$ cat src/rtl/dtlb_ctrl.sv
// dtlb_ctrl: fully associative data TLB; each entry caches one 8-PTE leaf line, misses go to a page-table walker.
// Latency: hit responds 2 cycles after acceptance; miss adds walk start, walker wait and one fill cycle.
// Backpressure: single request in flight, req_ready only in IDLE without flush; responses are never stalled.
module dtlb_ctrl #(
  parameter int BUS_DATA_WIDTH = 64,
  parameter int ENTRIES        = 4
) (
  input  logic                      clk,
  input  logic                      reset,
  input  logic                      req_valid,
  input  logic [BUS_DATA_WIDTH-1:0] req_vaddr,
  output logic                      req_ready,
  output logic                      resp_valid,
  output logic [BUS_DATA_WIDTH-1:0] resp_paddr,
  output logic                      resp_fault,
  input  logic                      flush,
  output logic                      walk_enable,
  output logic [BUS_DATA_WIDTH-1:0] walk_vaddr,
  input  logic                      walk_ready,
  input  logic [511:0]              walk_ptes
);

  localparam int IW = (ENTRIES > 1) ? $clog2(ENTRIES) : 1;

  typedef enum logic [2:0] {
    IDLE,
    LOOKUP,
    WALK_START,
    WALK_WAIT,
    FILL,
    RESP
  } state_t;

  state_t                    state;
  state_t                    state_nxt;

  logic [BUS_DATA_WIDTH-1:0] vaddr_q;
  logic [511:0]              line_q;
  logic [ENTRIES-1:0]        valid_q;
  logic [32:0]               tag_mem  [ENTRIES];
  logic [511:0]              line_mem [ENTRIES];
  logic                      flush_pending;
  logic [IW-1:0]             rr_ptr;

  logic                      hit;
  logic [IW-1:0]             hit_idx;
  logic                      has_invalid;
  logic [IW-1:0]             victim;
  logic [32:0]               req_tag;
  logic [2:0]                pte_sel;
  logic [63:0]               sel_pte;
  logic [63:0]               paddr_full;
  logic                      accept;
  logic                      install;

  assign req_tag    = vaddr_q[47:15];
  assign pte_sel    = vaddr_q[14:12];
  // Response always comes from line_q: loaded from the hit entry in LOOKUP or from the walker in WALK_WAIT.
  assign sel_pte    = line_q[{pte_sel, 6'd0} +: 64];
  assign paddr_full = ((sel_pte >> 10) << 12) | {52'd0, vaddr_q[11:0]};
  assign accept     = req_valid && req_ready;
  // A flush seen during this translation drops the install; the line would be invalidated at IDLE anyway.
  assign install    = (state == FILL) && !flush_pending;

  // Tag match against every valid entry; tags are unique so at most one entry hits.
  always_comb begin
    hit     = 1'b0;
    hit_idx = '0;
    for (int i = 0; i < ENTRIES; i++) begin
      if (valid_q[i] && (tag_mem[i] == req_tag)) begin
        hit     = 1'b1;
        hit_idx = IW'(i);
      end
    end
  end

  // Victim: lowest-index invalid entry, else the round-robin pointer.
  always_comb begin
    has_invalid = 1'b0;
    victim      = rr_ptr;
    for (int i = ENTRIES - 1; i >= 0; i--) begin
      if (!valid_q[i]) begin
        has_invalid = 1'b1;
        victim      = IW'(i);
      end
    end
  end

  // State register.
  always_ff @(posedge clk) begin
    if (reset) begin
      state <= IDLE;
    end else begin
      state <= state_nxt;
    end
  end

  // Next-state logic; walk_ready is only looked at once WALK_WAIT is reached.
  always_comb begin
    state_nxt = state;
    case (state)
      IDLE:       if (accept) state_nxt = LOOKUP;
      LOOKUP:     state_nxt = hit ? RESP : WALK_START;
      WALK_START: state_nxt = WALK_WAIT;
      WALK_WAIT:  if (walk_ready) state_nxt = FILL;
      FILL:       state_nxt = RESP;
      RESP:       state_nxt = IDLE;
      default:    state_nxt = IDLE;
    endcase
  end

  // Outputs decoded from state; everything held low while reset is asserted.
  always_comb begin
    req_ready   = 1'b0;
    resp_valid  = 1'b0;
    resp_paddr  = '0;
    resp_fault  = 1'b0;
    walk_enable = 1'b0;
    walk_vaddr  = '0;
    if (!reset) begin
      case (state)
        IDLE:       req_ready = !flush;
        WALK_START: begin
          walk_enable = 1'b1;
          walk_vaddr  = vaddr_q;
        end
        WALK_WAIT:  walk_vaddr = vaddr_q;
        RESP: begin
          resp_valid = 1'b1;
          if (sel_pte[0]) begin
            resp_paddr = BUS_DATA_WIDTH'(paddr_full);
          end else begin
            resp_fault = 1'b1;
          end
        end
        default: ;
      endcase
    end
  end

  // Control state: request latch, response line, valid bits, flush bookkeeping, replacement pointer.
  always_ff @(posedge clk) begin
    if (reset) begin
      vaddr_q       <= '0;
      line_q        <= '0;
      valid_q       <= '0;
      flush_pending <= 1'b0;
      rr_ptr        <= '0;
    end else begin
      if (accept) begin
        vaddr_q <= req_vaddr;
      end
      if ((state == LOOKUP) && hit) begin
        line_q <= line_mem[hit_idx];
      end
      if ((state == WALK_WAIT) && walk_ready) begin
        line_q <= walk_ptes;
      end
      if (install) begin
        valid_q[victim] <= 1'b1;
        if (!has_invalid) begin
          rr_ptr <= rr_ptr + 1'b1;
        end
      end
      if (state == RESP) begin
        flush_pending <= 1'b0;
      end else if ((state != IDLE) && flush) begin
        flush_pending <= 1'b1;
      end
      if (((state == IDLE) && flush) || ((state == RESP) && (flush || flush_pending))) begin
        valid_q <= '0;
      end
    end
  end

  // Tag and PTE storage; contents only matter under the matching valid bit.
  always_ff @(posedge clk) begin
    if (install) begin
      tag_mem[victim]  <= req_tag;
      line_mem[victim] <= line_q;
    end
  end

endmodule
$ cat config.mk
export PLATFORM = sky130hd
export DESIGN_NAME = dtlb_ctrl
export DESIGN_NICKNAME = d
export VERILOG_FILES = /design/src/rtl/dtlb_ctrl.sv
export SDC_FILE = /design/constraint.sdc
export NUM_CORES = 2
export LEC_CHECK = 0
export ABC_AREA = 0
export BUFFER_PORTS_ARGS = -buffer_cell sky130_fd_sc_hd__buf_2
export CAP_MARGIN = 20
export CELL_PAD_IN_SITES_DETAIL_PLACEMENT = 0
export CELL_PAD_IN_SITES_GLOBAL_PLACEMENT = 2
export CORE_AREA = 5 5 503 505
export CTS_CLUSTER_SIZE = 24
export DETAILED_ROUTE_END_ITERATION = 16
export DIE_AREA = 0 0 508 510
export GPL_ROUTABILITY_DRIVEN = 0
export PLACE_DENSITY = 0.79
export SLEW_MARGIN = 10
export SYNTH_ARGS = -nofsm -noshare
export SYNTH_HDL_FRONTEND = slang
export SYNTH_SLANG_ARGS = --single-unit
$ cat constraint.sdc
create_clock -name clk -period 21.7 [get_ports clk]
set_input_delay 2.17 -clock clk [delete_from_list [all_inputs] [get_ports clk]]
set_output_delay 2.17 -clock clk [all_outputs]
set_load 0.1 [all_outputs]
After elaboration in Yosys (flattened, before gate mapping)
Memory sizes are Yosys's and may differ from the RTL's.
Index checks and enable logic that the tools add are counted.
{"block": "totals", "register_bits": 586, "ram_bits": 2180, "wordCells": 89, "memories": 2}
{"name": "line_mem", "depth": 4, "word_bits": 512, "read_ports": 1, "rd_ports_with_merged_regs": 0, "write_ports": 1, "line": "41", "source": "logic [511:0] line_mem [ENTRIES];"}
{"name": "tag_mem", "depth": 4, "word_bits": 33, "read_ports": 4, "rd_ports_with_merged_regs": 0, "write_ports": 1, "line": "40", "source": "logic [32:0] tag_mem [ENTRIES];"}
{"block": "op_classes", "addsub": 1, "magnitude_cmp": 2, "eq_ne": 11, "n_shift": 1, "muxes": 39, "bitwise": 3, "reduce_logical": 24}
{"operator": "$mux W512", "n": 2}
{"operator": "$shiftx A512 B10 Y62", "n": 1}
{"operator": "$mux W64", "n": 5}
{"operator": "$eq A33 B33 Y1", "n": 4}
{"operator": "$or A64 B12 Y64", "n": 1}
{"operator": "$mux W1", "n": 21}
{"operator": "$pmux W3 S5", "n": 1}
{"operator": "$logic_and A1 B1 Y1", "n": 12}
{"operator": "$mux W2", "n": 6}
{"operator": "$mux W3", "n": 3}
{"operator": "$eq A3 B2 Y1 const B", "n": 2}
{"operator": "$eq A3 B3 Y1 const B", "n": 2}
{"operator": "$reduce_or A2 Y1", "n": 3}
{"operator": "$ne A2 B2 Y1 const B", "n": 2}
{"operator": "$or A4 B4 Y4", "n": 1}
{"operator": "$reduce_and A2 Y1", "n": 2}
{"operator": "$eq A3 B1 Y1 const B", "n": 1}
{"operator": "$logic_not A3 Y1", "n": 1}
{"operator": "$lt A2 B3 Y1 const B", "n": 1}
{"operator": "$reduce_bool A3 Y1", "n": 1}
{"operator": "$add A2 B1 Y2 const B", "n": 1}
{"operator": "$demux W1 S2", "n": 1}
{"operator": "$ge A2 B1 Y1 const B", "n": 1}
{"operator": "$logic_not A1 Y1", "n": 2}
{"operator": "3 further kinds", "n": 4}

Logic depth before layout (Yosys ltp)
An unclocked memory read counts as a cell.
{"block": "logic_depth", "word_depth": 10, "mapped_depth": 13, "depth_no_buf": 8}

Least setup slack after synthesis
Ideal clock, no wire load.
{"block": "synth_timing", "path_type": "flip-flop to flip-flop", "startpoint": "reg state[2]", "endpoint": "mem line_mem[2][0] (enable)", "setup_time_ns": 1.287, "t_arrival_ns": 20.442, "required_time_ns": 20.413, "setup_slack_ns": -0.029, "path_stages_with_launch": 7, "n_path_buf": 1, "cell_sequence": "dfxtp_1 clkbuf_1 inv_1 nor4_1 inv_1 or2_2 nor2_1"}
{"block": "synth_via", "elab_chain_len": 4}
{"item": "start, declared", "line": "34", "source": "state_t state;"}
{"item": "start signal, assigned", "line": "94", "source": "state <= state_nxt;"}
{"item": "$eq A3 B3 Y1", "line": "63", "source": "assign install = (state == FILL) && !flush_pending;"}
{"item": "$logic_and A1 B1 Y1", "line": "63"}
{"item": "$mux W1", "line": "178", "source": "if (install) begin"}
{"item": "$mux W1 (not written as such)", "line": "180", "source": "line_mem[victim] <= line_q;"}
{"item": "end, declared", "line": "41"}
Every way passes these cells.

Worst setup path after layout
{"block": "layout_timing", "startpoint": "reg vaddr_q[12]", "endpoint": "out resp_paddr[56]"}
{"block": "layout_via", "elab_chain_len": 5}
{"item": "start, declared", "line": "37", "source": "logic [BUS_DATA_WIDTH-1:0] vaddr_q;"}
{"item": "start signal, assigned", "line": "151", "source": "vaddr_q <= req_vaddr;"}
{"item": "$shiftx A512 B10 Y62 (*)", "line": "59", "source": "assign sel_pte = line_q[{pte_sel, 6'd0} +: 64];"}
{"item": "$or A64 B12 Y64", "line": "60", "source": "assign paddr_full = ((sel_pte >> 10) << 12) | {52'd0, vaddr_q[11:0]};"}
{"item": "$mux W64 (*)", "line": "130", "source": "if (sel_pte[0]) begin"}
{"item": "$mux W64 (*)", "line": "121", "source": "case (state)"}
{"item": "$mux W64 (*)", "line": "120", "source": "if (!reset) begin"}
{"item": "end, declared", "line": "14", "source": "output logic [BUS_DATA_WIDTH-1:0] resp_paddr,"}
Every way passes the cells marked *; elsewhere a longest branch is shown, timed or not.

==> flow_summary_export.csv <==
group,metric,value,unit
hold_path,hold_class,"register to register",
cts,cts_made_buffers,240,
pwr,p_leak,34.5,nW
sta,rsz0062_at_grt,"no",
sta,fin_crit,6.71,ns
synth,yosysTopAreaCell,"edfxtp_1",
finish,filler_cell_count,22800,
floorplanning,core-area,0.248,mm²
cts,cts_root_buf,"clkbuf_16",
setup_path,critPathMaxFanout,80,
routing,vias_per_cell,5.52,
routing,wl_per_cell,26.4,µm
sta,worst_pin_slew,1.23,ns
synth,synth_edf_count,1828,
setup_path,startpoint_type,"register",
setup_path,slowest_delay,0.74,ns
floorplanning,die_y,510,µm
finish,syn_to_final_growth,15.0,%
synth,ys_dominant_reg_cell,"edfxtp_1",
placed_design,post-place-cells,10900,
cts,cts_tree,"yes",
finish,fin_nets,8417,
routing,routed_wl,302000,µm
synth,async_flop_share,0,%
synth,seq_area_frac_synth,69.1,%
sta,maxClockFrequency,149,MHz
cts,cts_sinks,2326,
finish,drive_gt1_share,20.3,%
sta,maxSlewViolCount,0,
finish,final_core_util,43.5,%
placed_design,io_buffers,624,
synth,synthesis.area,0.0938,mm²
routing,drt_iter0_drc,6010,
setup_path,crit_path_end_kind,"output port",
sta,relSlewSlack,18.0,%
cts,postCtsSetupBuffers,0,
floorplanning,num_io_pins,713,
setup_path,path_cells,"buf_12 > mux4_2 > mux2_2 > nand2_4 > nor2_1 > buf_2",
finish,final_cells,11400,
synth,yosysMostFrequentCell,"edfxtp_1",
synth,synth_top_area_share,58.5,%
global_route,grt_max_degree,161,
synth,syn_nets,8069,
floorplanning,rows,183,
cts,cts_resized,0,
setup_path,r2r-start,"vaddr_q[41]",
sta,skew,0.0615,ns
global_route,grt_use_total,22.4,%
synth,synth_common_cells,"edfxtp_1 (1,828), nand2_1 (1,415), a21oi_1 (1,210)",
global_route,antenna_found_initial,55,
floorplanning,start_util,37.9,%
sta,period_share,30.9,%
placed_design,place_area,0.0997,mm²
synth,synth_warnings,0,
finish,finalInstanceArea,0.108,mm²
cts,worstSkewPairLatency,0.90,ns
synth,syn_area_per_cell,12.5,µm²
pwr,power_density,86.0,mW/mm²
setup_path,arrival,4.54,ns
global_route,grt_pass1_wl,430000,µm
pwr,power,9.28,mW
hold_path,min-delay-start,"line_q[52]",
cts,htree_levels,4,
pwr,ir_drop,0.0711,mV
routing,dr_total_vias,63000,
floorplanning,die_width,508,µm
floorplanning,die-area,0.259,mm²
global_route,grt_pass1_vias,59600,
routing,firstDrtPassIters,6,
cts,clk_pin_slew,0.06,ns
sta,hold_viol_final,0,
routing,antenna_left,0,
placed_design,place_hpwl,178000,µm
synth,ys_seq_elements,2326,
global_route,grt_overflow,0,
setup_path,cpMaxStageDelayCell,"dfxtp_4",
cts,holdBufCountCts,0,
synth,netlist_instances,7488,
sta,setup_viol,0,
synth,synth_area_leaders,"edfxtp_1 (58%), dfxtp_1 (11%), a21oi_1 (6.5%)",
synth,ys_types,44,
run,max_cap_violations,0,
setup_path,criticalPathCategory,"register to output port",
routing,drc,0,
setup_path,crit_path_start,"vaddr_q[12]",
cts,clk_path_buf_depth,3,
setup_path,critPathRequiredTime,19.53,ns
run_status,status,"finished clean",
-- through the flow --
stage	TNS, ns	hold slack (ns)	worst slack, ns
global placement	0	0.483	15.36
global route	0	0.513	14.82
floorplan	-26.58	0.455	-0.0291
CTS	0	0.488	14.85
finish	0	0.496	14.99
detailed placement	0	0.489	15.19
-- sequential cells by signal (all words and copies together) (netlist names) --
name / cells
line_mem: 1696
tag_mem: 132
rr_ptr: 2
flush_pending: 1
vaddr_q: 64
state: 3
valid_q: 4
line_q: 424
-- cell families after synthesis --
logic type	synth area share, %
AO/OA/AOI/OAI	16.7
XOR/XNOR	1.25
buffers and inverters	2.69
flip-flops	69.1
multiplexers	3.12
AND/OR/NAND/NOR	7.13
-- final timing paths --
check,cells after the start,slack (ns),end
max,6,14.99,resp_paddr[56]
min,0,0.50,line_mem[3][52]
max reg2reg,11,15.32,line_q[151]
min reg2reg,0,0.50,line_mem[3][52]
-- worst max-delay path, delay by kind of cell (launching register included) --
kind	cells	cell delay (ns)
flip-flops	1	0.74
multiplexers	2	0.87
AND/OR/NAND/NOR	2	0.85
buffers and inverters	2	1.08
-- layer usage --
metal | wire length (µm) | up-vias | track usage (%)
met3 | 20800 | 353 | 3.49
met4 | 9230 | 6 | 7.43
li1 | - | 28300 | -
met1 | 134000 | 32000 | 32.8
met5 | 45 | - | 0
met2 | 137000 | 2279 | 34.2
-- cell type report --
class	count	area (µm²)	area share, %
antenna	38	95.1	0.0881
clock buffer	348	6850	6.35
clock inverter	108	1140	1.06
inverter	15	56.3	0.0522
multi-input combinational	4529	26600	24.6
sequential	2326	64900	60.1
tap	3330	4170	3.86
timing repair buffer	724	4140	3.84
-- cell usage in the layout (no fill, tap or decap), types with 5 or more instances in the layout --
cell	netlist	final
mux4_2	106	106
clkinvlp_4	0	5
nand2_1	1415	1414
nor3_1	19	19
a21oi_1	1210	1210
buf_12	0	17
a31oi_1	32	32
a21o_1	392	392
and2_1	38	37
nor2_1	94	88
mux2i_1	53	53
nand2b_1	52	52
nor2b_1	5	5
o221ai_2	27	27
nand4_1	14	14
bufinv_16	0	14
o31ai_1	12	12
clkinv_1	0	26
edfxtp_1	1828	1828
clkbuf_16	0	241
diode_2	0	38
clkinv_16	0	8
o221ai_1	5	5
inv_1	15	15
xnor2_1	45	45
nor4_1	25	24
buf_4	4	80
buf_2	92	623
o21ai_0	479	479
a31o_2	391	391
clkbuf_8	0	42
xor2_1	89	89
clkinv_2	0	47
nor2_4	0	6
clkbuf_1	476	65
dfxtp_1	498	495
-- power by group --
group          switching [mW]  total, mW  internal (mW)
combinational           0.216      0.330          0.113
sequential             0.0485       4.83           4.78
clock                    1.75       4.11           2.36
No activity file was read; power rests on OpenSTA's default activity.
